[src/rtl/bus_rr_arbiter_if.sv]
// Bus arbitration interface for the four-master shared system bus.
// All request, grant, strobe and ready lines are active low, as on the bus.
// The slave modport is the arbiter's view. The master modport is the view of
// the surrounding bus logic that drives requests, strobe and ready.
interface bus_rr_arbiter_if;
  logic       m0_req_;
  logic       m1_req_;
  logic       m2_req_;
  logic       m3_req_;
  logic       m0_grnt_;
  logic       m1_grnt_;
  logic       m2_grnt_;
  logic       m3_grnt_;
  logic       s_as_;
  logic       m_rdy_;
  logic       bus_busy;
  logic [1:0] owner;
  logic       timeout_err;
  logic [1:0] timeout_id;

  modport slave (
    input  m0_req_, m1_req_, m2_req_, m3_req_, s_as_, m_rdy_,
    output m0_grnt_, m1_grnt_, m2_grnt_, m3_grnt_,
    output bus_busy, owner, timeout_err, timeout_id
  );

  modport master (
    output m0_req_, m1_req_, m2_req_, m3_req_, s_as_, m_rdy_,
    input  m0_grnt_, m1_grnt_, m2_grnt_, m3_grnt_,
    input  bus_busy, owner, timeout_err, timeout_id
  );
endinterface

[src/rtl/bus_rr_arbiter.sv]
// Round-robin bus arbiter for four masters with a tenure limit and a
// transaction watchdog. Grants are active low, registered, and at most one
// is low at any time. A handoff between masters has no dead cycle. A
// watchdog abort inserts one cycle with no grant and pulses timeout_err.
module bus_rr_arbiter #(
  parameter int CNT_W      = 8,
  parameter int MAX_TENURE = 16,
  parameter int TIMEOUT    = 255
) (
  input  logic            clk,
  input  logic            reset,
  bus_rr_arbiter_if.slave bus
);

  typedef enum logic [1:0] {
    ST_IDLE,
    ST_GRANT,
    ST_ABORT
  } state_t;

  localparam logic [CNT_W-1:0] TENURE_LIM = CNT_W'(MAX_TENURE);
  localparam logic [CNT_W-1:0] WDOG_LIM   = CNT_W'(TIMEOUT);
  localparam bit               PREEMPT_EN = (MAX_TENURE != 0);

  state_t           r_state;
  logic [3:0]       r_grntN;
  logic             r_busy;
  logic [1:0]       r_owner;
  logic [1:0]       r_last;
  logic [CNT_W-1:0] r_tenure;
  logic [CNT_W-1:0] r_wdog;
  logic             r_toErr;
  logic [1:0]       r_toId;

  logic [3:0]       w_req;
  logic [3:0]       w_others;
  logic [1:0]       w_pick;
  logic             w_stall;
  logic [CNT_W-1:0] w_wdogInc;
  logic [CNT_W-1:0] w_tenureInc;
  logic             w_timeout;
  logic             w_release;
  logic             w_preempt;

  // Returns the first requester after 'base', wrapping modulo 4.
  // 'base' itself is searched last, so it has the lowest priority.
  function automatic logic [1:0] rrPick(input logic [3:0] req, input logic [1:0] base);
    logic [1:0] idx;
    rrPick = base;
    for (int k = 4; k >= 1; k--) begin
      idx = base + 2'(k);
      if (req[idx]) begin
        rrPick = idx;
      end
    end
  endfunction

  // Decodes requests, the round-robin pick and the release, preempt and
  // timeout conditions. While a grant is held r_last equals r_owner, so a
  // single pick from r_last serves both the idle search and the handoff.
  always_comb begin
    w_req       = ~{bus.m3_req_, bus.m2_req_, bus.m1_req_, bus.m0_req_};
    w_others    = w_req & ~(4'b0001 << r_owner);
    w_pick      = rrPick(w_req, r_last);
    w_stall     = ~bus.s_as_ & bus.m_rdy_;
    w_wdogInc   = r_wdog + CNT_W'(1);
    w_tenureInc = (r_tenure == '1) ? r_tenure : r_tenure + CNT_W'(1);
    w_timeout   = w_stall && (w_wdogInc >= WDOG_LIM);
    w_release   = ~w_req[r_owner];
    w_preempt   = PREEMPT_EN && (w_tenureInc >= TENURE_LIM) && bus.s_as_ && (|w_others);
  end

  // Arbitration FSM. Grants, busy flag, owner and timeout reporting are all
  // registered here, so they change together. Timeout takes priority over
  // release. A release that coincides with tenure expiry is an ordinary
  // release. Preemption is impossible while the strobe is active.
  always_ff @(posedge clk) begin
    if (!reset) begin
      r_state  <= ST_IDLE;
      r_grntN  <= 4'hF;
      r_busy   <= 1'b0;
      r_owner  <= 2'd0;
      r_last   <= 2'd3;
      r_tenure <= '0;
      r_wdog   <= '0;
      r_toErr  <= 1'b0;
      r_toId   <= 2'd0;
    end else begin
      r_toErr <= 1'b0;
      unique case (r_state)
        ST_IDLE, ST_ABORT: begin
          r_tenure <= '0;
          r_wdog   <= '0;
          if (|w_req) begin
            r_grntN <= ~(4'b0001 << w_pick);
            r_busy  <= 1'b1;
            r_owner <= w_pick;
            r_last  <= w_pick;
            r_state <= ST_GRANT;
          end else begin
            r_grntN <= 4'hF;
            r_busy  <= 1'b0;
            r_state <= ST_IDLE;
          end
        end
        ST_GRANT: begin
          if (w_timeout) begin
            r_grntN  <= 4'hF;
            r_busy   <= 1'b0;
            r_toErr  <= 1'b1;
            r_toId   <= r_owner;
            r_last   <= r_owner;
            r_tenure <= '0;
            r_wdog   <= '0;
            r_state  <= ST_ABORT;
          end else if (w_release || w_preempt) begin
            r_tenure <= '0;
            r_wdog   <= '0;
            if (|w_others) begin
              r_grntN <= ~(4'b0001 << w_pick);
              r_busy  <= 1'b1;
              r_owner <= w_pick;
              r_last  <= w_pick;
              r_state <= ST_GRANT;
            end else begin
              r_grntN <= 4'hF;
              r_busy  <= 1'b0;
              r_state <= ST_IDLE;
            end
          end else begin
            r_tenure <= w_tenureInc;
            r_wdog   <= w_stall ? w_wdogInc : '0;
          end
        end
        default: begin
          r_grntN <= 4'hF;
          r_busy  <= 1'b0;
          r_state <= ST_IDLE;
        end
      endcase
    end
  end

  assign bus.m0_grnt_    = r_grntN[0];
  assign bus.m1_grnt_    = r_grntN[1];
  assign bus.m2_grnt_    = r_grntN[2];
  assign bus.m3_grnt_    = r_grntN[3];
  assign bus.bus_busy    = r_busy;
  assign bus.owner       = r_owner;
  assign bus.timeout_err = r_toErr;
  assign bus.timeout_id  = r_toId;

endmodule
[src/flat_wrapper.sv]
// flat-port wrapper written by rule: the top's interface ports become plain ports
module bus_rr_arbiter_flat 
#(
  parameter int CNT_W      = 8,
  parameter int MAX_TENURE = 16,
  parameter int TIMEOUT    = 255
)
  (clk, reset, bus_m0_req_, bus_m1_req_, bus_m2_req_, bus_m3_req_, bus_s_as_, bus_m_rdy_, bus_m0_grnt_, bus_m1_grnt_, bus_m2_grnt_, bus_m3_grnt_, bus_bus_busy, bus_owner, bus_timeout_err, bus_timeout_id);
  bus_rr_arbiter_if bus_i ();
  input  logic clk;
  input  logic reset;
  input wire logic [$bits(bus_i.m0_req_)-1:0] bus_m0_req_;
  input wire logic [$bits(bus_i.m1_req_)-1:0] bus_m1_req_;
  input wire logic [$bits(bus_i.m2_req_)-1:0] bus_m2_req_;
  input wire logic [$bits(bus_i.m3_req_)-1:0] bus_m3_req_;
  input wire logic [$bits(bus_i.s_as_)-1:0] bus_s_as_;
  input wire logic [$bits(bus_i.m_rdy_)-1:0] bus_m_rdy_;
  output wire logic [$bits(bus_i.m0_grnt_)-1:0] bus_m0_grnt_;
  output wire logic [$bits(bus_i.m1_grnt_)-1:0] bus_m1_grnt_;
  output wire logic [$bits(bus_i.m2_grnt_)-1:0] bus_m2_grnt_;
  output wire logic [$bits(bus_i.m3_grnt_)-1:0] bus_m3_grnt_;
  output wire logic [$bits(bus_i.bus_busy)-1:0] bus_bus_busy;
  output wire logic [$bits(bus_i.owner)-1:0] bus_owner;
  output wire logic [$bits(bus_i.timeout_err)-1:0] bus_timeout_err;
  output wire logic [$bits(bus_i.timeout_id)-1:0] bus_timeout_id;
  assign bus_i.m0_req_ = bus_m0_req_;
  assign bus_i.m1_req_ = bus_m1_req_;
  assign bus_i.m2_req_ = bus_m2_req_;
  assign bus_i.m3_req_ = bus_m3_req_;
  assign bus_i.s_as_ = bus_s_as_;
  assign bus_i.m_rdy_ = bus_m_rdy_;
  assign bus_m0_grnt_ = bus_i.m0_grnt_;
  assign bus_m1_grnt_ = bus_i.m1_grnt_;
  assign bus_m2_grnt_ = bus_i.m2_grnt_;
  assign bus_m3_grnt_ = bus_i.m3_grnt_;
  assign bus_bus_busy = bus_i.bus_busy;
  assign bus_owner = bus_i.owner;
  assign bus_timeout_err = bus_i.timeout_err;
  assign bus_timeout_id = bus_i.timeout_id;
  bus_rr_arbiter #(.CNT_W(CNT_W), .MAX_TENURE(MAX_TENURE), .TIMEOUT(TIMEOUT)) u_core (.clk(clk), .reset(reset), .bus(bus_i));
endmodule
[config.mk]
export PLATFORM = sky130hd
export DESIGN_NAME = bus_rr_arbiter_flat
export DESIGN_NICKNAME = d
export VERILOG_FILES = /design/src/rtl/bus_rr_arbiter_if.sv /design/src/rtl/bus_rr_arbiter.sv /design/src/flat_wrapper.sv
export SDC_FILE = /design/constraint.sdc
export NUM_CORES = 1
export LEC_CHECK = 0
export ABC_AREA = 1
export CAP_MARGIN = 20
export CORE_MARGIN = 10
export CORE_UTILIZATION = 55
export CTS_CLUSTER_DIAMETER = 150
export DETAILED_ROUTE_END_ITERATION = 12
export PLACE_DENSITY = 0.87
export SLEW_MARGIN = 0
export SYNTH_ARGS = -nofsm -noshare
export SYNTH_HDL_FRONTEND = slang
export SYNTH_SLANG_ARGS = --single-unit
[constraint.sdc]
create_clock -name clk -period 2.2 [get_ports clk]
set_input_delay 0.55 -clock clk [delete_from_list [all_inputs] [get_ports clk]]
set_output_delay 0.55 -clock clk [all_outputs]
set_load 0.02 [all_outputs]
==> out/metrics.yaml <==
final_area_sq_um: 2344
grt_pass1_vias: 1856
rsz0062_at_grt: "no"
clk_latency_ns: 0.34
slew_headroom: 0.6525
final_cells: 393
dp_hpwl_um: 3410
numCtsBuffers: 5
worstPathCellList: "clkdlybuf4s50_1"
drt_iter0_drc: 105
vdd_drop_max_v: 0.0004124
tightest_slew_ns: 0.5207
wl_um: 4488
final_common_cell: "nand2_1"
fp-row-count: 21
whs_ns: 0.4757
track_usage: 0.1493
syn-cell-area_sq_um: 1982
drive_gt1_frac: 0.1758
core-area_sq_um: 3416
dieArea_sq_um: 6405
pre_cts_slack_ns: -0.1077
hold_path_class: "reg -> reg"
port_buffers: 17
syn2layout_area_growth_pct: 18.25
critPathRequiredTime_ns: 1.65
syn_avg_cell_area_sq_um: 6.292
viasPerCell: 5.132
arrival_ns: 1.49
numClockSinks: 29
cts_tree: "built"
crit_type: "reg -> out"
fp.dieW_um: 80.03
final.setup.worst_slack_ns: 0.1648
r2r-start: "u_core.r_wdog[0]$_SDFFE_PN0N_"
drtPass1Iterations: 5
fin_crit_ns: 2.035
critPathSlowestCell: "clkdlybuf4s50_1"
min_path_cells: 2
path_max_fanout: 8
reg2reg_slack_ns: 0.20
nNetsFinal: 357
wl_per_cell_um: 11.42
gp_congestion: 0.9164
synthCells: 315
post-place-cells: 385
cap_violations: 0
skew_ns: 0.01440
worstReg2RegEnd: "u_core.r_grntN[1]$_SDFFE_PN1P_"
synthArstFlopShare: 0
postCtsHoldBufs: 0
start_kind: "flip-flop"
grt_overflow: 0
initial_core_util: 0.5802
critical_path.top_delay_family: "buffers and inverters"
synth_top_flop_cell: "dfxtp_1"
htreeDepth: 2
fp.dieH_um: 80.03
final_core_util: 0.6861
mostFrequentLayoutCells: "nand2_1, nor2_1, inv_1, nand3_1, dfxtp_1"
hold_violations: 0
drc: 0
cp-end-kind: "output pin"
min-delay-start: "u_core.bus.timeout_id[1]$_SDFFE_PN0P_"
clock.fmax_mhz: 491.3
antenna_left: 0
vias: 2017
critPathBufInv: 1
p_per_area_nw_per_um2: 926.1
cts-root-buf: "clkbuf_4"
placed_cell_area_sq_um: 2265
netlist-cell-type-count: 30
setup_tns_ns: 0
seq_area_frac_synth: 0.2929
worstHoldEndpoint: "u_core.bus.timeout_id[1]$_SDFFE_PN0P_"
clk_path_buf_depth: 2
setup_viol: 0
power_mw: 2.170
outcome: "completed"
leakage_nw: 1.020
grt_max_degree: 17
grt_pass1_wl_um: 7886
period_share: 0.9251
cpPeakStageDelay_ns: 0.66
antenna_found_initial: 0
r2r_cells: 14
synth-edff-count: 0
yosys_warnings: 0
synth.net_count: 326
io_pins: 18
final-max-slew-violation-count: 0
ys_seq_elements: 29
cts.reportedPaths.clkPinSlew_ns: 0.11
antenna_cells: 0
[worst max path at each step]
stage | startpoint | end | slack [ns] | cells past startpoint
finish | u_core.bus.owner[0]$_SDFFE_PN0P_ | bus_owner[0] | 0.16 | 1
floorplan | u_core.r_tenure[0]$_SDFFE_PN0N_ | u_core.r_wdog[6]$_SDFFE_PN0N_ | 0.40 | 11
global placement | bus_m1_req_ | u_core.r_wdog[0]$_SDFFE_PN0N_ | -0.08 | 12
global route | u_core.r_wdog[0]$_SDFFE_PN0N_ | u_core.r_last[0]$_SDFFE_PN1P_ | 0.002 | 13
detailed placement | bus_m1_req_ | u_core.r_grntN[1]$_SDFFE_PN1P_ | -0.11 | 13
CTS | u_core.r_wdog[1]$_SDFFE_PN0N_ | u_core.r_tenure[1]$_SDFFE_PN0N_ | 0.08 | 13
[power breakdown]
group | total (mW) | leakage [nW] | switching, mW | internal (mW)
Sequential | 0.691 | 0.237 | 0.0915 | 0.600
Clock | 0.320 | 0.0310 | 0.200 | 0.120
Combinational | 1.16 | 0.752 | 0.682 | 0.477
Total | 2.17 | 1.02 | 0.973 | 1.20
[repair_timing]
action                                  4_1_cts  5_1_grt
endpoints found under the hold margin         0        0
gates resized for setup                       0        7
buffers inserted                              0        0
endpoints found under the setup margin        0       18
[metal layers]
| metal | track usage | vias up | share of wire |
|---|---|---|---|
| met5 | 0 | - | 0 |
| met4 | 0.05810 | 0 | 0.020 |
| met3 | 0.04054 | 10 | 0.068 |
| met2 | 0.2504 | 69 | 0.47 |
| met1 | 0.1751 | 873 | 0.44 |
| li1 | - | 1065 | - |
[state kept, by name (all words and copies together) (netlist names)]
name,flops
u_core.bus.timeout_id,2
u_core.r_wdog,8
u_core.r_grntN,4
u_core.r_tenure,8
u_core.bus.timeout_err,1
u_core.bus.owner,2
u_core.r_last,2
u_core.r_state,2
[logic make-up (layout without fill, tap and decap cells)]
| logic type | after synthesis | in the layout | share of synthesized area |
|---|---|---|---|
| multiplexers | 1 | 1 | 0.005051 |
| flip-flops | 29 | 29 | 0.2929 |
| adder cells (fa/ha/maj) | 3 | 3 | 0.01894 |
| AND/OR/NAND/NOR | 206 | 206 | 0.4754 |
| XOR/XNOR | 5 | 5 | 0.02209 |
| AO/OA/AOI/OAI | 31 | 31 | 0.1035 |
| buffers and inverters | 40 | 72 | 0.08207 |
[cell type report]
type	instances	area [sq um]
multi-input combinational	246	1260
tap	46	57.56
inverter	36	135.1
timing repair buffer	28	252.7
fill	290	1072
sequential	29	583.1
clock buffer	5	37.54
clock inverter	3	17.52
[synthesized netlist by cell type, types with 4 or more instances]
| library cell | count | area [sq um] |
|---|---|---|
| a21oi_1 | 7 | 35.03 |
| a21oi_2 | 10 | 87.58 |
| dfxtp_1 | 29 | 580.6 |
| inv_1 | 35 | 131.4 |
| nand2_1 | 97 | 364.1 |
| nand2_2 | 16 | 100.1 |
| nand3_1 | 27 | 135.1 |
| nand4_1 | 4 | 25.02 |
| nor2_1 | 42 | 157.7 |
| o21ai_0 | 8 | 40.04 |
| xor2_1 | 5 | 43.79 |
No activity file was read; power rests on OpenSTA's default activity.
